--- src/rtl/uart_tx_arbiter.sv ---
// rtl/uart_tx_arbiter.sv - round-robin arbiter sharing one UART transmitter among NUM_REQ requesters
//
// Ports:
//   CLK          clock, all logic on the rising edge
//   RST          synchronous active-high reset
//   REQ_VALID    per-requester send request
//   REQ_DATA     per-requester word, requester i at [i*DATA_WIDTH +: DATA_WIDTH]
//   REQ_PAR_EN   per-requester parity enable
//   REQ_PAR_TYP  per-requester parity type (0 even, 1 odd)
//   REQ_ACK      one-cycle pulse to the requester whose word was issued
//   P_DATA       word driven to the UART transmitter
//   Data_Valid   one-cycle start pulse to the UART transmitter
//   PAR_EN       parity enable to the UART transmitter
//   PAR_TYP      parity type to the UART transmitter
//   Busy         UART transmitter busy flag
//   ACTIVE_ID    index of the last granted requester
//   ERR          sticky: Busy never rose after a start pulse
module uart_tx_arbiter #(
    parameter int DATA_WIDTH = 8,
    parameter int NUM_REQ    = 4
) (
    input  logic                          CLK,
    input  logic                          RST,
    input  logic [NUM_REQ-1:0]            REQ_VALID,
    input  logic [NUM_REQ*DATA_WIDTH-1:0] REQ_DATA,
    input  logic [NUM_REQ-1:0]            REQ_PAR_EN,
    input  logic [NUM_REQ-1:0]            REQ_PAR_TYP,
    output logic [NUM_REQ-1:0]            REQ_ACK,
    output logic [DATA_WIDTH-1:0]         P_DATA,
    output logic                          Data_Valid,
    output logic                          PAR_EN,
    output logic                          PAR_TYP,
    input  logic                          Busy,
    output logic [$clog2(NUM_REQ)-1:0]    ACTIVE_ID,
    output logic                          ERR
);

    localparam int ID_W = $clog2(NUM_REQ);

    typedef enum logic [1:0] {
        IDLE      = 2'd0,
        WAIT_BUSY = 2'd1,
        WAIT_DONE = 2'd2
    } state_t;

    state_t                 state, state_nxt;
    logic [ID_W-1:0]        last_grant, last_grant_nxt;
    // Counts the busy-check windows already spent in WAIT_BUSY.
    logic                   wb_cnt, wb_cnt_nxt;

    logic [NUM_REQ-1:0]     ack_nxt;
    logic [DATA_WIDTH-1:0]  p_data_nxt;
    logic                   dv_nxt, par_en_nxt, par_typ_nxt, err_nxt;
    logic [ID_W-1:0]        id_nxt;

    logic                   found;
    logic [ID_W-1:0]        winner;

    // Round-robin search starting just above the last winner, wrapping.
    always_comb begin
        found  = 1'b0;
        winner = '0;
        for (int k = 1; k <= NUM_REQ; k++) begin
            if (!found && REQ_VALID[(int'(last_grant) + k) % NUM_REQ]) begin
                found  = 1'b1;
                winner = ID_W'((int'(last_grant) + k) % NUM_REQ);
            end
        end
    end

    always_comb begin
        state_nxt      = state;
        last_grant_nxt = last_grant;
        wb_cnt_nxt     = wb_cnt;
        ack_nxt        = '0;
        dv_nxt         = 1'b0;
        p_data_nxt     = P_DATA;
        par_en_nxt     = PAR_EN;
        par_typ_nxt    = PAR_TYP;
        id_nxt         = ACTIVE_ID;
        err_nxt        = ERR;
        case (state)
            IDLE: begin
                if (found && !Busy) begin
                    state_nxt       = WAIT_BUSY;
                    last_grant_nxt  = winner;
                    wb_cnt_nxt      = 1'b0;
                    ack_nxt[winner] = 1'b1;
                    dv_nxt          = 1'b1;
                    p_data_nxt      = REQ_DATA[int'(winner)*DATA_WIDTH +: DATA_WIDTH];
                    par_en_nxt      = REQ_PAR_EN[winner];
                    par_typ_nxt     = REQ_PAR_TYP[winner];
                    id_nxt          = winner;
                end
            end
            // Busy is checked at the two edges following the start pulse:
            // the one ending the Data_Valid cycle and the one after it.
            WAIT_BUSY: begin
                if (Busy) begin
                    state_nxt = WAIT_DONE;
                end else if (wb_cnt) begin
                    err_nxt   = 1'b1;
                    state_nxt = IDLE;
                end else begin
                    wb_cnt_nxt = 1'b1;
                end
            end
            WAIT_DONE: begin
                if (!Busy) begin
                    state_nxt = IDLE;
                end
            end
            default: state_nxt = IDLE;
        endcase
    end

    always_ff @(posedge CLK) begin
        if (RST) begin
            state      <= IDLE;
            last_grant <= ID_W'(NUM_REQ - 1);
            wb_cnt     <= 1'b0;
            REQ_ACK    <= '0;
            Data_Valid <= 1'b0;
            P_DATA     <= '0;
            PAR_EN     <= 1'b0;
            PAR_TYP    <= 1'b0;
            ACTIVE_ID  <= '0;
            ERR        <= 1'b0;
        end else begin
            state      <= state_nxt;
            last_grant <= last_grant_nxt;
            wb_cnt     <= wb_cnt_nxt;
            REQ_ACK    <= ack_nxt;
            Data_Valid <= dv_nxt;
            P_DATA     <= p_data_nxt;
            PAR_EN     <= par_en_nxt;
            PAR_TYP    <= par_typ_nxt;
            ACTIVE_ID  <= id_nxt;
            ERR        <= err_nxt;
        end
    end

endmodule
--- config.mk ---
export PLATFORM = sky130hd
export DESIGN_NAME = uart_tx_arbiter
export DESIGN_NICKNAME = d
export VERILOG_FILES = /design/src/rtl/uart_tx_arbiter.sv
export SDC_FILE = /design/constraint.sdc
export NUM_CORES = 1
export LEC_CHECK = 0
export ABC_AREA = 0
export CELL_PAD_IN_SITES_DETAIL_PLACEMENT = 1
export CELL_PAD_IN_SITES_GLOBAL_PLACEMENT = 1
export CORE_AREA = 2 2 73 75
export CTS_CLUSTER_SIZE = 12
export DETAILED_ROUTE_END_ITERATION = 6
export DIE_AREA = 0 0 75 77
export PLACE_DENSITY_LB_ADDON = 0.1
export RECOVER_POWER = 50
export SLEW_MARGIN = 10
export SYNTH_ARGS = -nofsm -noshare
export SYNTH_HDL_FRONTEND = slang
export SYNTH_SLANG_ARGS = --single-unit
export TNS_END_PERCENT = 50
--- constraint.sdc ---
create_clock -name CLK -period 1.99 [get_ports CLK]
set_clock_uncertainty 0.15 [all_clocks]
set_input_delay 0.199 -clock CLK [delete_from_list [all_inputs] [get_ports CLK]]
set_output_delay 0.199 -clock CLK [all_outputs]
set_load 0.01 [all_outputs]
* Yosys cells after proc, flatten, opt, wreduce, memory -nomap -nowiden
Index checks and enable logic that the tools add are counted.
Cells by class: equal/unequal tests 6, bitwise logic cells 7, multiplexer cells 35, add/sub/neg operators 4, reductions and logical operators 21, shift operators 1, order comparisons 6
Operator list (count):
- variable part select 32 x 6 -> 8 bit | 1
- two-way mux 1 bit | 18
- < comparator 3 x 4 -> 1 bit, second input constant | 4
- two-way mux 2 bit | 8
- binary-select mux 1 bit (select 2 bit) | 6
- OR reduction 2 bit | 5
- AND reduction 3 bit | 3
- inequality test 2 bit, second input constant | 3
- case mux 2 bit (3 select lines) | 1
- logical AND 1 bit | 5
- adder 2 x 1 -> 2 bit, second input constant | 2
- adder 2 bit, second input constant | 2
- AND 1 bit, first input constant | 4
- logical NOT 1 bit | 4
- < comparator 2 x 3 -> 1 bit, second input constant | 1
- inequality test 3 bit, second input constant | 1
- NOT 1 bit | 3
- OR reduction 3 bit | 1
- demux 1 bit (select 2 bit) | 1
- == test 2 x 1 -> 1 bit, second input constant | 1
- == test 2 bit, second input constant | 1
- greater-or-equal comparator 2 x 1 -> 1 bit, second input constant | 1
- logical NOT 2 bit | 1
- case mux 1 bit (2 select lines) | 1
- 2 further kinds | 2
Word-level totals: output and inout port bits 18, input bits 47, flip-flop bits (word level) 23, logic and storage cells 90

* Logic depth before layout (Yosys ltp)
depth after elaboration 20, depth in mapped cells 7, depth with buffers taken out 5

* Worst setup path before layout
OpenSTA, ideal clock, no wires.
path type flip-flop to flip-flop, start point register last_grant[0], end point register PAR_EN, setup time 0.079 ns, required time 1.761 ns, stages on the path, launching flop included 8, arrival time 1.407 ns, setup slack 0.353 ns, buffers on the path 2, period minus slack after synthesis 1.637 ns, cell sequence dfxtp_1 nand2b_2 a21bo_1 and3_1 buf_6 buf_8 mux2i_1 a211oi_2
On the way: longest elaborated chain between the ends 16, elaborated cells between the ends (all ways) 34, those cells by class add/sub: 4; mux: 22; reduce/logical: 8
Ends and longest elaborated chain:
- from (decl) | line 47 | logic [ID_W-1:0] last_grant, last_grant_nxt;
- from (signal assigned) | line 120 | last_grant <= ID_W'(NUM_REQ - 1);
- from (signal assigned) | line 131 | last_grant <= last_grant_nxt;
- adder 2 x 1 -> 2 bit | line 64, 66
- binary-select mux 1 bit (select 2 bit) | line 64 | if (!found && REQ_VALID[(int'(last_grant) + k) % NUM_REQ]) begin
- two-way mux 1 bit (implied by the code) (2 in a row) | line 64
- two-way mux 1 bit | line 64
- logical NOT 1 bit | line 64
- logical AND 1 bit | line 64
- two-way mux 1 bit | line 64
- logical NOT 1 bit | line 64
- logical AND 1 bit | line 64
- two-way mux 1 bit | line 64
- logical NOT 1 bit | line 64
- logical AND 1 bit | line 64
- two-way mux 2 bit / two-way mux 1 bit (equally long branches) | line 64
- binary-select mux 1 bit (select 2 bit) / logical AND 1 bit (equally long branches) | line 91, 84
- two-way mux 1 bit (implied by the code) / AND reduction 2 bit (equally long branches)
- to (signal assigned) | line 136 | PAR_EN <= par_en_nxt;
- to (decl) | line 31 | output logic PAR_EN,
Parallel ways exist; a longest one is shown, timed or not. The select of a mux whose other input is x is not followed. A chain may end at the register's enable or synchronous reset.

* Final worst setup path
start point input port REQ_VALID[3], end point register P_DATA[0]
On the way: longest elaborated chain between the ends 15, elaborated cells between the ends (all ways) 29, those cells by class shift: 1; mux: 20; reduce/logical: 8
Ends and longest elaborated chain:
- from (decl) | line 24 | input logic [NUM_REQ-1:0] REQ_VALID,
- parallel branches: the longest is 15 deep, another holds binary-select mux 1 bit (select 2 bit)
- to (signal assigned) | line 135 | P_DATA <= p_data_nxt;
- to (decl) | line 29 | output logic [DATA_WIDTH-1:0] P_DATA,
Several ways; the timed one is not identified. The select of a mux whose other input is x is not followed.

==> results.toml <==
[route]
routed_wl_um = 4350
first_iter_violations = 56
wl_per_cell_um = 15.5
remaining_drc_errors = 0
drtAntennaViolNets = 0
firstDrtPassIters = 4
vias = 1368
vias_per_cell = 4.89

[timing]
max_freq_ghz = 0.539
fin_setup_tns_ps = 0
fin_crit_sh = 0.931
fin_crit_ps = 1850
slew_viol_final = 0
tightest_slew_ps = 398
setup_viol = 0
final_hold_viol_count = 0
relSlewSlack = 0.728
rsz0062_at_grt = "no"
whs_ps = 330

[worst_setup_path]
arrival_ps = 1860
cp_max_fo = 11
crit_path_end_kind = "flip-flop"
crit_required_ps = 1990
startpoint_type = "primary input"
cp-endpoint = "P_DATA[0]$_SDFFE_PP0P_"
worstReg2RegStart = "last_grant[0]$_SDFFE_PP1P_"
critPathKind = "primary input to flip-flop"
rrSetupSlack_ps = 190
rr_worst_depth = 6
startpoint = "REQ_VALID[3]"
r2r_end = "P_DATA[1]$_SDFFE_PP0P_"

[yosys]
synth_seq_cells = 23
synth_edf_count = 0
yosysSeqAreaShare = 0.299
async_reset_ff_frac = 0
ys_warn_count = 0
netlist_area_um2 = 1540
avgSynthCellArea_um2 = 11.4
syn_nets = 182
synth_cells = 135
synthFlopType = "dfxtp_1"
synth_cell_types = 39

[global_routing]
grt_pass1_vias = 1474
grt_start_max_net_pins = 15
antenna_found_initial = 0
grt_use_total = 0.152
grt_overflow = 0
grt_pass1_wl_um = 6890

[cts]
htreeDepth = 1
cts_resized = 0
cts_setup_buffers = 0
path_clk_slew_ps = 90
cts_root_buffer = "clkbuf_8"
cts-buffers-inserted = 3
hold_buffers = 0
cts.path.max_buffers = 2
cts_tree = "done"
worstSkewPairLatency_ps = 270
cts.sinks = 23

[cells_and_area]
drive_above_1_share = 0.290
area_delta_synth_final_pct = 56.3
finalInstanceArea_um2 = 2400
antenna_cells = 0
final_common_cell = "clkdlybuf4s50_1"
stdcell_count = 280
fin_nets = 258
layout_common_cells = "clkdlybuf4s50_1 (46), dfxtp_1 (23), a211oi_2 (20), dlygate4sd3_1 (18)"

[place]
place_inst = 276
dp_hpwl_um = 3580
place.gp.congestion = 0.773
port_buffers = 64
placed_area_um2 = 2350

[flow_run]
maxCapViolations = 0

[floorplanning]
ios = 65
dieWidth_um = 75
dieArea_um2 = 5780
initial_utilization = 0.309
die_h_um = 77
core_um2 = 4980
fp-row-count = 26

[power_and_ir_drop]
power_density_nw_per_um2 = 574
power_leakage_nw = 0.942
ir_drop_mv = 0.236

[status]
status = "complete, no violations"

[hold_path]
min_path_type = "flip-flop to flip-flop"
min_path_cells = 2
stage by stage:
stage	power, mW	setup slack, ps	utilization
after floorplan	0.848	353	-
after global placement	1.09	-78.2	0.473
after detailed placement	1.11	-145	0.473
after CTS	1.41	143	0.483
after global routing	1.45	74.9	0.483
final	1.38	136	0.483
critical path, cell delays in order:
cell	delay [ps]
clkdlybuf4s50_1	590
nand2b_2	120
a21bo_1	180
and3_1	230
buf_12	180
a211oi_2	300
a211oi_2	60
worst min-delay path by stage:
stage                     startpoint                    end
floorplan                       Busy  state[1]$_SDFFE_PP0P_
global placement    ERR$_SDFFE_PP0P_       ERR$_SDFFE_PP0P_
detailed placement  ERR$_SDFFE_PP0P_       ERR$_SDFFE_PP0P_
CTS                 ERR$_SDFFE_PP0P_       ERR$_SDFFE_PP0P_
global route        ERR$_SDFFE_PP0P_       ERR$_SDFFE_PP0P_
finish              ERR$_SDFFE_PP0P_       ERR$_SDFFE_PP0P_
kinds of logic (layout without fill, tap and decap cells):
kind of cell | after synthesis | count (layout) | share of synthesized area
DFF | 23 | 23 | 0.299
buffers and inverters | 20 | 95 | 0.0985
and+or+nand+nor | 28 | 28 | 0.130
xor gates and xnor gates | 1 | 1 | 0.00570
AOI/OAI and AO/OA | 53 | 53 | 0.401
muxes | 10 | 10 | 0.0651
layer usage:
layer / vias to the layer above / GRT usage / wire length, µm
met2: 34 / 0.281 / 2340
met1: 670 / 0.179 / 1730
met4: 0 / 0.0482 / 55
li1: 659 / - / -
met5: - / 0 / 0
met3: 5 / 0.0131 / 218
where the power goes:
group	internal [mW]	switching [mW]	total [mW]
combinational	0.307	0.232	0.539
clock	0.142	0.163	0.305
sequential	0.498	0.0376	0.535
total	0.947	0.432	1.38
sequential cells by signal, summed over array words and instances (netlist names), 2 cells and up:
signal / count
last_grant: 2
REQ_ACK: 4
ACTIVE_ID: 2
state: 2
P_DATA: 8
cell type report:
class | count | area, µm²
fillers | 548 | 2570
clock buffers | 3 | 41.3
inverters | 10 | 37.5
multi-input cells | 92 | 926
clock inverters | 1 | 7.51
flip-flops and latches | 23 | 460
well taps | 70 | 87.6
repair buffers | 81 | 843
synthesized netlist by cell type, types with 2 or more instances:
cell / number / area (µm²)
a211oi_2: 20 / 250
a22oi_1: 2 / 15.0
a31oi_1: 11 / 68.8
and3_1: 5 / 31.3
buf_2: 2 / 10.0
buf_6: 2 / 22.5
buf_8: 2 / 30.0
clkbuf_8: 2 / 27.5
dfxtp_1: 23 / 460
inv_1: 10 / 37.5
mux2i_1: 10 / 100
nand2b_1: 3 / 18.8
nor2_1: 7 / 26.3
nor3b_1: 2 / 15.0
o21bai_4: 10 / 188
No activity file was read; power rests on OpenSTA's default activity.
